$ cat src/rtl/struct_record_pkg.sv
// Shared types for the record assembler: record layout, FSM states, frame length.
// Build option STRUCT_RECORD_ASSEMBLER_CHECKSUM_EN adds the B4 XOR checksum byte.
package struct_record_pkg;

    typedef struct packed {
        logic [7:0]  xx;
        logic        yy;
        logic [15:0] zz;
    } rec_t;

`ifdef STRUCT_RECORD_ASSEMBLER_CHECKSUM_EN
    typedef enum logic [2:0] {S_XX, S_FLG, S_ZH, S_ZL, S_CK} state_t;
    localparam int FRAME_LEN = 5;
`else
    typedef enum logic [2:0] {S_XX, S_FLG, S_ZH, S_ZL} state_t;
    localparam int FRAME_LEN = 4;
`endif

    localparam logic [7:0] FLAG_RSVD_MASK = 8'hFE;

endpackage

$ cat src/rtl/struct_record_fifo.sv
// First-word-fall-through FIFO of rec_t; the head entry is always visible on head.
// Unaffected by STRUCT_RECORD_ASSEMBLER_CHECKSUM_EN.
module struct_record_fifo
    import struct_record_pkg::*;
#(
    parameter int DEPTH = 2,
    parameter int CNT_W = $clog2(DEPTH) + 1
) (
    input  logic             clk,
    input  logic             rst_n,
    input  logic             push,
    input  rec_t             push_data,
    input  logic             pop,
    output rec_t             head,
    output logic             valid,
    output logic [CNT_W-1:0] count
);
    localparam int AW = $clog2(DEPTH);

    rec_t          mem [DEPTH];
    logic [AW-1:0] wr_ptr;
    logic [AW-1:0] rd_ptr;

    // Storage is cleared so the head reads as zero while empty after reset.
    always_ff @(posedge clk) begin
        if (!rst_n) begin
            wr_ptr <= '0;
            rd_ptr <= '0;
            count  <= '0;
            for (int i = 0; i < DEPTH; i++) mem[i] <= '0;
        end else begin
            if (push) begin
                mem[wr_ptr] <= push_data;
                wr_ptr      <= wr_ptr + 1'b1;
            end
            if (pop) rd_ptr <= rd_ptr + 1'b1;
            case ({push, pop})
                2'b10:   count <= count + 1'b1;
                2'b01:   count <= count - 1'b1;
                default: count <= count;
            endcase
        end
    end

    assign head  = mem[rd_ptr];
    assign valid = (count != '0);

endmodule

$ cat src/rtl/struct_record_assembler.sv
// Byte-stream to rec_t framer with drop/error counting and an output FIFO.
// Define STRUCT_RECORD_ASSEMBLER_CHECKSUM_EN for 5-byte frames with an XOR checksum.
module struct_record_assembler
    import struct_record_pkg::*;
#(
    parameter int FIFO_DEPTH = 2,
    parameter int ERR_CNT_W  = 8
) (
    input  logic                 clk,
    input  logic                 rst_n,
    input  logic [7:0]           in_data,
    input  logic                 in_sof,
    input  logic                 in_valid,
    output logic                 in_ready,
    output logic [24:0]          out_rec,
    output logic                 out_valid,
    input  logic                 out_ready,
    output logic [ERR_CNT_W-1:0] err_cnt
);
    localparam int CNT_W = $clog2(FIFO_DEPTH) + 1;

    state_t           state;
    state_t           state_nxt;
    logic [7:0]       xx_q;
    logic [7:0]       flg_q;
    logic [7:0]       zh_q;
    logic [CNT_W-1:0] fifo_count;
    logic             accept;
    logic             last;
    logic             frame_ok;
    logic             push;
    logic             pop;
    logic             err_inc;
    rec_t             push_rec;
    rec_t             head_rec;

    assign in_ready = (fifo_count < CNT_W'(FIFO_DEPTH));
    assign accept   = in_valid && in_ready;
    assign pop      = out_valid && out_ready;

`ifdef STRUCT_RECORD_ASSEMBLER_CHECKSUM_EN
    logic [7:0] zl_q;
    logic [7:0] ck_acc;

    assign last     = (state == S_CK);
    assign frame_ok = ((flg_q & FLAG_RSVD_MASK) == 8'h00) && (in_data == ck_acc);
    assign push_rec = '{xx: xx_q, yy: flg_q[0], zz: {zh_q, zl_q}};
`else
    assign last     = (state == S_ZL);
    assign frame_ok = ((flg_q & FLAG_RSVD_MASK) == 8'h00);
    assign push_rec = '{xx: xx_q, yy: flg_q[0], zz: {zh_q, in_data}};
`endif

    always_ff @(posedge clk) begin
        if (!rst_n) state <= S_XX;
        else        state <= state_nxt;
    end

    // An sof byte always restarts the frame, whatever state we were in.
    always_comb begin
        state_nxt = state;
        if (accept) begin
            if (in_sof) begin
                state_nxt = S_FLG;
            end else begin
                case (state)
                    S_XX:    state_nxt = S_XX;
                    S_FLG:   state_nxt = S_ZH;
                    S_ZH:    state_nxt = S_ZL;
`ifdef STRUCT_RECORD_ASSEMBLER_CHECKSUM_EN
                    S_ZL:    state_nxt = S_CK;
`endif
                    default: state_nxt = S_XX;
                endcase
            end
        end
    end

    always_comb begin
        push    = 1'b0;
        err_inc = 1'b0;
        if (accept) begin
            if (in_sof) begin
                err_inc = (state != S_XX);
            end else if (state == S_XX) begin
                err_inc = 1'b1;
            end else if (last) begin
                push    = frame_ok;
                err_inc = !frame_ok;
            end
        end
    end

    always_ff @(posedge clk) begin
        if (!rst_n) begin
            xx_q   <= '0;
            flg_q  <= '0;
            zh_q   <= '0;
`ifdef STRUCT_RECORD_ASSEMBLER_CHECKSUM_EN
            zl_q   <= '0;
            ck_acc <= '0;
`endif
        end else if (accept) begin
            if (in_sof) begin
                xx_q   <= in_data;
`ifdef STRUCT_RECORD_ASSEMBLER_CHECKSUM_EN
                ck_acc <= in_data;
`endif
            end else begin
                case (state)
                    S_FLG:   flg_q <= in_data;
                    S_ZH:    zh_q  <= in_data;
`ifdef STRUCT_RECORD_ASSEMBLER_CHECKSUM_EN
                    S_ZL:    zl_q  <= in_data;
`endif
                    default: ;
                endcase
`ifdef STRUCT_RECORD_ASSEMBLER_CHECKSUM_EN
                if (state != S_XX && state != S_CK) ck_acc <= ck_acc ^ in_data;
`endif
            end
        end
    end

    always_ff @(posedge clk) begin
        if (!rst_n)                        err_cnt <= '0;
        else if (err_inc && err_cnt != '1) err_cnt <= err_cnt + ERR_CNT_W'(1);
    end

    struct_record_fifo #(.DEPTH(FIFO_DEPTH)) u_fifo (
        .clk      (clk),
        .rst_n    (rst_n),
        .push     (push),
        .push_data(push_rec),
        .pop      (pop),
        .head     (head_rec),
        .valid    (out_valid),
        .count    (fifo_count)
    );

    assign out_rec = head_rec;

endmodule
$ cat config.mk
export PLATFORM = sky130hd
export DESIGN_NAME = struct_record_assembler
export DESIGN_NICKNAME = d
export VERILOG_FILES = /design/src/rtl/struct_record_pkg.sv /design/src/rtl/struct_record_fifo.sv /design/src/rtl/struct_record_assembler.sv
export SDC_FILE = /design/constraint.sdc
export NUM_CORES = 1
export LEC_CHECK = 0
export ABC_AREA = 0
export CAP_MARGIN = 20
export CORE_MARGIN = 5
export CORE_UTILIZATION = 53
export DETAILED_ROUTE_END_ITERATION = 12
export GPL_TIMING_DRIVEN = 0
export PLACE_DENSITY = 0.74
export SLEW_MARGIN = 20
export SYNTH_ARGS = -nofsm -noshare
export SYNTH_HDL_FRONTEND = slang
export SYNTH_SLANG_ARGS = --single-unit
$ cat constraint.sdc
create_clock -name clk -period 11.1 [get_ports clk]
set_clock_uncertainty 0.05 [all_clocks]
set_input_delay 3.33 -clock clk [delete_from_list [all_inputs] [get_ports clk]]
set_output_delay 3.33 -clock clk [all_outputs]
set_load 0.1 [all_outputs]
# Word-level counts from Yosys, hierarchy flattened
# Memories as Yosys holds them, arrays and structs flattened. A register that Yosys moved wholly into a read port is not among the register bits.
# Index checks and enable logic that the tools add are counted.
# Widths: inputs -> output; s select.
dict set report totals {
  in_bits 13
  word_cells 55
  ram_bits 50
  n_memories 1
  register_bits 39
  output_inout_bits 35
}
dict set report op_classes {
  n_addsub 5
  muxes 20
  eq_ne 6
  n_bitwise 1
  order_cmp 1
  reduce_logical 13
}
# name depth word_bits read_ports rd_ports_with_merged_regs write_ports line
set mem_list {}
lappend mem_list {u_fifo.mem 2 25 1 1 2 struct_record_fifo.sv:20} ;# rec_t mem [DEPTH];
# cell count
set ops {}
lappend ops {{$mux 25} 1}
lappend ops {{$reduce_or 25->1} 1}
lappend ops {{$mux 1} 16}
lappend ops {{$add 8x1->8 const B} 1}
lappend ops {{$logic_not 8->1} 1}
lappend ops {{$ne 8x8->1 const B} 1}
lappend ops {{$pmux 2 s2} 2}
lappend ops {{$eq 3x2->1 const B} 2}
lappend ops {{$reduce_and 3->1} 2}
lappend ops {{$reduce_bool 2->1} 2}
lappend ops {{$eq 3x1->1 const B} 1}
lappend ops {{$logic_and 1x1->1} 3}
lappend ops {{$logic_not 3->1} 1}
lappend ops {{$reduce_bool 3->1} 1}
lappend ops {{$add 1x1->1 const B} 2}
lappend ops {{$add 2x1->2 const B} 1}
lappend ops {{$eq 2x1->1 const B} 1}
lappend ops {{$eq 2x2->1 const B} 1}
lappend ops {{$lt 2x2->1 const B} 1}
lappend ops {{$mux 2} 1}
lappend ops {{$reduce_and 2->1} 1}
lappend ops {{$sub 2x1->2 const B} 1}
lappend ops {{$logic_not 1->1} 1}
lappend ops {{$not 1->1} 1}

# Logic depth before layout (Yosys ltp)
# Gate-level depths: netlist of the first run.
dict set report depth {
  word_depth 10
  depth_mapped 9
  mapped_depth_nobuf 8
}

# Modules after synthesis
# Synthesis of the first run repeated with hierarchy kept, for this count alone.
dict set report unflattened {
  cells_unflattened 351
  hier_area_um2 3789.9
}
# module cells_per_inst instances area_per_inst_um2
set by_module_without_submodules {}
lappend by_module_without_submodules {struct_record_fifo 184 1 2329.7}
lappend by_module_without_submodules {struct_record_assembler 167 1 1460.2}

# Worst setup path before layout of the first run
# OpenSTA, ideal clock, no wires.
dict set report synth_timing {
  path_kind {in2reg}
  start {input in_sof}
  end {memory u_fifo.mem[0][0] (netlist name) (enable)}
  stages 5
  t_arrival_ns 6.228
  slack_ns 4.380
  cell_sequence {clkbuf_1 or3b_1 or4_1 buf_2 o21ai_0}
}
# element line
set synth_lines {}
lappend synth_lines {{start: declaration} struct_record_assembler.sv:12} ;# input logic in_sof,
lappend synth_lines {{end: declaration} struct_record_fifo.sv:20}

==> results of run 1 <==
## layer usage
layer	share of wire	wire (µm)	up-vias
met1	0.44	3240	1199
met2	0.49	3630	67
li1	-	-	1238
met3	0.055	411	9
met4	0.017	124	0
met5	0	0	-
## through the flow
stage	setup WS, ns	area (µm²)
2_1_floorplan	4.38	3810
3_3_place_gp	2.86	4400
4_1_cts	4.72	4660
6_report	4.81	4660
5_1_grt	4.62	4660
3_5_place_dp	5.09	4480
## worst max-delay path: cells and delay by family (launching register included)
| kind | cells | cell delay (ns) |
|---|---|---|
| buffers and inverters | 3 | 1.97 |
| DFF | 1 | 0.32 |
| muxes | 1 | 0.28 |
## kinds of logic after synthesis
logic type / after synthesis / share of synthesized area
DFF: 89 / 0.598
xor gates and xnor gates: 5 / 0.0115
buffers and inverters: 22 / 0.0302
and+or+nand+nor: 133 / 0.192
AOI/OAI and AO/OA: 35 / 0.0505
adders and majority gates: 6 / 0.0197
muxes: 34 / 0.0974
## final timing paths
check                               from                to  slack [ns]  cells past startpoint
worst max-delay path                flop        out_rec[3]        4.81                      4
worst min-delay path             zh_q[7]           zh_q[7]        0.41                      2
worst max register to register  flg_q[4]  u_fifo.mem[1][7]        8.55                      5
worst min register to register   zh_q[7]           zh_q[7]        0.41                      2
## Yosys cell counts
cell type and n:
or3b_1 1, nand2b_1 2, inv_1 6, xnor2_1 3, a21oi_1 23, or2_4 1, and2_1 53, or3_1 4
o31ai_1 3, buf_1 1, nand2_1 37, mux2i_1 9, or4_1 7, xor2_1 2, ha_1 6, or2_2 1
buf_6 4, nor3_1 2, buf_2 2, mux2_2 25, edfxtp_1 50, nor2_8 2, dfxtp_1 39, nand3_1 5
o21ai_0 5, nor3b_1 1, a211oi_1 2, o211ai_1 2, nor2_1 16, clkbuf_1 9, nand4_1 1
## power by group through the flow
| stage | clock [µW] | sequential, µW | combinational (µW) |
|---|---|---|---|
| final | 210 | 360 | 70.5 |
| after global routing | 229 | 361 | 74.7 |
| after CTS | 214 | 360 | 71.2 |
| after detailed placement | 0 | 368 | 71.0 |
| after global placement | 0 | 368 | 67.5 |
| after floorplan | 0 | 372 | 42.7 |
## sequential cells by signal (all words and copies together), names as in the netlist, named ones only
register	count
u_fifo.mem	50
err_cnt	8
flg_q	8
xx_q	8
zh_q	8
state	2
u_fifo.count	2
u_fifo.rd_ptr	1
u_fifo.wr_ptr	1
## final cells by class
cell class | instances | area share
well taps | 99 | 0.0266
clock inverters | 6 | 0.0123
flip-flops and latches | 89 | 0.490
inverters | 6 | 0.00483
multi-input cells | 213 | 0.309
plain buffers | 16 | 0.0199
repair buffers | 48 | 0.111
clock buffers | 10 | 0.0274
==> impl_metrics.ini, run 1 <==
[routing]
drt_wl_total_um = 7410
vias = 2513
drt_iter0_markers = 148
wl_per_cell_um = 15.2
first_pass_iters = 5
post-route-drc-count = 0
routed_via_density = 5.16
ant_nets = 0

[critical_path]
cp.arrival_ns = 2.91
critPathCaptureType = primary output
path_class = reg -> out
crit_fanout = 10
crit_path_frequent_cell = clkbuf_1
worstPathRequired_ns = 7.72
worst_path_max_delay_cell = clkdlybuf4s50_1
cp_cell_sequence = clkbuf_1 > clkbuf_1 > mux2_2 > clkdlybuf4s50_1
critical-path-max-stage-delay_ns = 1.13
crit_path_start_kind = flop

[sta]
max-slew-margin-rel = 0.337
worstMarginPinSlew_ns = 0.992
maxSlewViolCount = 0
tns_ns = 0
setup_viol = 0
fin_crit_sh = 0.567
final.min_clock_period_ns = 6.29
hold_viol_final = 0
hold_slack_ns = 0.413
fmax_mhz = 159
rsz0062_at_grt = no

[synthesis]
ys_seq_area_frac = 0.598
yosys.area.top_type = edfxtp_1
ys_ff_latch = 89
synth_nets = 343
synth_cell_types = 31
synth_area_leaders = edfxtp_1 (39%), dfxtp_1 (20%), and2_1 (8.7%)
synth_top_area_share = 0.394
syn_area_per_cell_um2 = 11.8
ys_warn_count = 0
syn-instance-count = 324
syn_area_mm2 = 0.00381

[layout]
layout_common_cells = and2_1 (53), edfxtp_1 (50), clkdlybuf4s50_1 (46)
drive_gt1_frac = 0.131
utilization = 0.653
multi_input_area_mm2 = 0.00144
regArea_mm2 = 0.00228
synthToLayoutAreaGrowth_pct = 22.2
antennaDiodeCount = 0
final_nets = 402
nFillCells = 575
layout.cells.non_filler = 487
final_common_cell = and2_1

[pwr]
power_leakage_uw = 0.00173
power.switching_uw = 161
pwr-share-comb = 0.110
p_sw_frac = 0.252
power_density_mw_per_mm2 = 137
pwr-share-clk = 0.328
peakVddDrop_v = 0.0000657
power.total_uw = 641
p_int_uw = 479
pwr-share-seq = 0.562

[floorplan]
dieArea_mm2 = 0.00899
die_x_um = 94.8
die_height_um = 94.8
core_mm2 = 0.00714
start_util = 0.534
ios = 48
rows = 31

[global_route]
met2_usage = 0.305
grt_usage = 0.186
antenna_found_initial = 0
grt_max_degree = 16
grt_pass1_wl_um = 12500
use_met1 = 0.233
overflow = 0
grt_pass1_vias = 2538
grt_most_used_layer = met2
grtUsageMet3 = 0.0438

[placement]
numPortBuffers = 46
gp_congestion = 0.801
place_inst = 471
dp_hpwl_um = 5250

[clocking]
cts_buffer_depth = 2
ctsResizeCount = 0
cts_root_buffer = clkbuf_8
clk_pin_slew_ns = 0.08
cts_tree = built
cts_hold_buf = 0
cts.sinks = 89
htreeDepth = 3
numCtsBuffers = 9
cts_setup_buffers = 0
clock_latency_ns = 0.35

[job]
cap_violations = 0

[outcome]
status = complete, no violations

[worst_hold_path]
hp-class = reg -> reg
Note: power is estimated with default switching activity, not from simulation.
==> run 2: changes to the inputs <==
--- a/config.mk
+++ b/config.mk
@@ -8,10 +8,10 @@
 export ABC_AREA = 0
 export CAP_MARGIN = 20
 export CORE_MARGIN = 5
-export CORE_UTILIZATION = 53
+export CORE_UTILIZATION = 50
 export DETAILED_ROUTE_END_ITERATION = 12
 export GPL_TIMING_DRIVEN = 0
-export PLACE_DENSITY = 0.74
+export PLACE_DENSITY = 0.73
 export SLEW_MARGIN = 20
 export SYNTH_ARGS = -nofsm -noshare
 export SYNTH_HDL_FRONTEND = slang
==> constraint.sdc (replaced) <==
create_clock -name clk -period 5.5 [get_ports clk]
set_clock_uncertainty 0.05 [all_clocks]
set_input_delay 1.65 -clock clk [delete_from_list [all_inputs] [get_ports clk]]
set_output_delay 1.65 -clock clk [all_outputs]
set_load 0.1 [all_outputs]
==> impl_metrics.ini, run 2 (synthesis gave the netlist of run 1 again) <==
[outcome]
status = complete, no violations

[sta]
tns_ns = 0
max-slew-margin-rel = 0.343
setup_viol = 0
maxSlewViolCount = 0
hold_viol_final = 0
timing.final.ws_setup_ns = 0.847
fmax_mhz = 215
rsz0062_at_grt = no
fin_crit_sh = 0.846
worstMarginPinSlew_ns = 0.983
final.min_clock_period_ns = 4.65

[routing]
drt_wl_total_um = 7500
vias = 2504
first_pass_iters = 4
routed_via_density = 5.14
post-route-drc-count = 0
wirelength_met1_um = 3370
drt_iter0_markers = 107
dr_wl_met3_um = 288
wl_met2_um = 3700
ant_nets = 0
dr.max_layer_used = met4
wl_per_cell_um = 15.4

[floorplan]
start_util = 0.520
rows = 31
dieArea_mm2 = 0.00947
ios = 48
die_x_um = 97.3
core_mm2 = 0.00733
die_height_um = 97.3

[critical_path]
crit_path_start_kind = flop
r2r-end = u_fifo.count[1]
r2r_slack_ns = 2.96
rr_startpoint = flg_q[4]
critPathCaptureType = primary output
crit_fanout = 10
worstPathRequired_ns = 3.80
path_class = reg -> out
endpoint = out_rec[11]
r2r_cells = 6
cp.arrival_ns = 2.95

[worst_hold_path]
hp-class = reg -> reg

[clocking]
ctsResizeCount = 0
htreeDepth = 3
numCtsBuffers = 9
cts_setup_buffers = 0
clock_latency_ns = 0.35
cts_tree = built
cts_root_buffer = clkbuf_8
cts_buffer_depth = 2
cts.sinks = 89
cts_hold_buf = 0
clk_pin_slew_ns = 0.08

[global_route]
grt_max_degree = 19
overflow = 0
antenna_found_initial = 0
grt_usage = 0.166
grt_pass1_wl_um = 12500
grt_pass1_vias = 2566

[job]
cap_violations = 0

[pwr]
peakVddDrop_v = 0.000142
power_density_mw_per_mm2 = 283
power_leakage_uw = 0.00174

[layout]
antennaDiodeCount = 0
drive_gt1_frac = 0.139
utilization = 0.638
largest_reg_flops = 50
regMostFlops = u_fifo.mem
layout.cells.non_filler = 487
final_nets = 402
final_area_mm2 = 0.00468
final_common_cell = and2_1
synthToLayoutAreaGrowth_pct = 22.7
layout_common_cells = and2_1 (53), edfxtp_1 (50), clkdlybuf4s50_1 (46)

[placement]
numPortBuffers = 46
place_inst = 471
dp_hpwl_um = 5270
dp_slack_ns = 1.16
gp_congestion = 0.777
placed_area_mm2 = 0.00448
[run 2: changes by cell type in the layout (fill, tap and decap cells not counted)]
cell / previous run / this run
clkbuf_1: 10 / 9
clkbuf_8: 9 / 10
clkinv_1: 3 / 1
clkinv_4: 0 / 1
clkinvlp_4: 1 / 2
[run 2: report_power, final]
part           leakage, µW  internal (µW)  switching (µW)
Sequential        0.000832            719            7.83
Combinational     0.000809           41.5             102
Clock            0.0000965            223             232
Total              0.00174            983             341
[run 2: worst max-delay path: stages, from the launching register on]
cell and delay, ns:
dfxtp_1 0.32, clkbuf_1 0.37, clkbuf_1 0.51, mux2_2 0.27
clkdlybuf4s50_1 1.13
[run 2: cell type report]
class	instances	area (µm²)
fillers	576	2650
clock buffers	10	138
repair buffers	48	515
flip-flops and latches	89	2280
multi-input cells	213	1440
clock inverters	6	66.3
plain buffers	16	92.6
well taps	99	124
inverters	6	22.5
[run 2: worst min-delay path by stage]
stage	startpoint	end	slack (ns)	cells after the start
final	flg_q[3]	flg_q[3]	0.41	2
after global routing	flg_q[3]	flg_q[3]	0.43	2
after detailed placement	flg_q[6]	flg_q[6]	0.39	2
after global placement	flg_q[3]	flg_q[3]	0.39	2
after CTS	flg_q[3]	flg_q[3]	0.41	2
after floorplan	flg_q[6]	flg_q[6]	0.38	2
[run 2: routing by layer]
metal,vias to the layer above,global-route usage
li1,1240,-
met1,1203,0.212
met2,49,0.281
met3,12,0.0273
met4,0,0.0671
met5,-,0
[run 2: metrics by stage]
step | total power, µW | hold slack, ns
after floorplan | 837 | 0.381
after CTS | 1330 | 0.407
after detailed placement | 886 | 0.393
after global placement | 879 | 0.387
final | 1320 | 0.406
after global routing | 1370 | 0.433
==> run 3: changes to the inputs <==
--- a/config.mk
+++ b/config.mk
@@ -8,10 +8,10 @@
 export ABC_AREA = 0
 export CAP_MARGIN = 20
 export CORE_MARGIN = 5
-export CORE_UTILIZATION = 50
+export CORE_UTILIZATION = 53
 export DETAILED_ROUTE_END_ITERATION = 12
 export GPL_TIMING_DRIVEN = 0
-export PLACE_DENSITY = 0.73
+export PLACE_DENSITY = 0.74
 export SLEW_MARGIN = 20
 export SYNTH_ARGS = -nofsm -noshare
 export SYNTH_HDL_FRONTEND = slang
==> constraint.sdc (replaced) <==
create_clock -name clk -period 4.8 [get_ports clk]
set_clock_uncertainty 0.05 [all_clocks]
set_input_delay 1.44 -clock clk [delete_from_list [all_inputs] [get_ports clk]]
set_output_delay 1.44 -clock clk [all_outputs]
set_load 0.1 [all_outputs]
==> results of run 3 <==
The final DEF is identical to that of run 1. Status: complete, no violations.
Main changes from that run: setup slack after placement 5.09 ns -> 0.683 ns; setup slack after layout 4.81 ns -> 0.401 ns; register-to-register setup slack 8.55 ns -> 2.25 ns; total power 641 µW -> 1480 µW; worst IR drop on VDD 0.0000657 V -> 0.000152 V
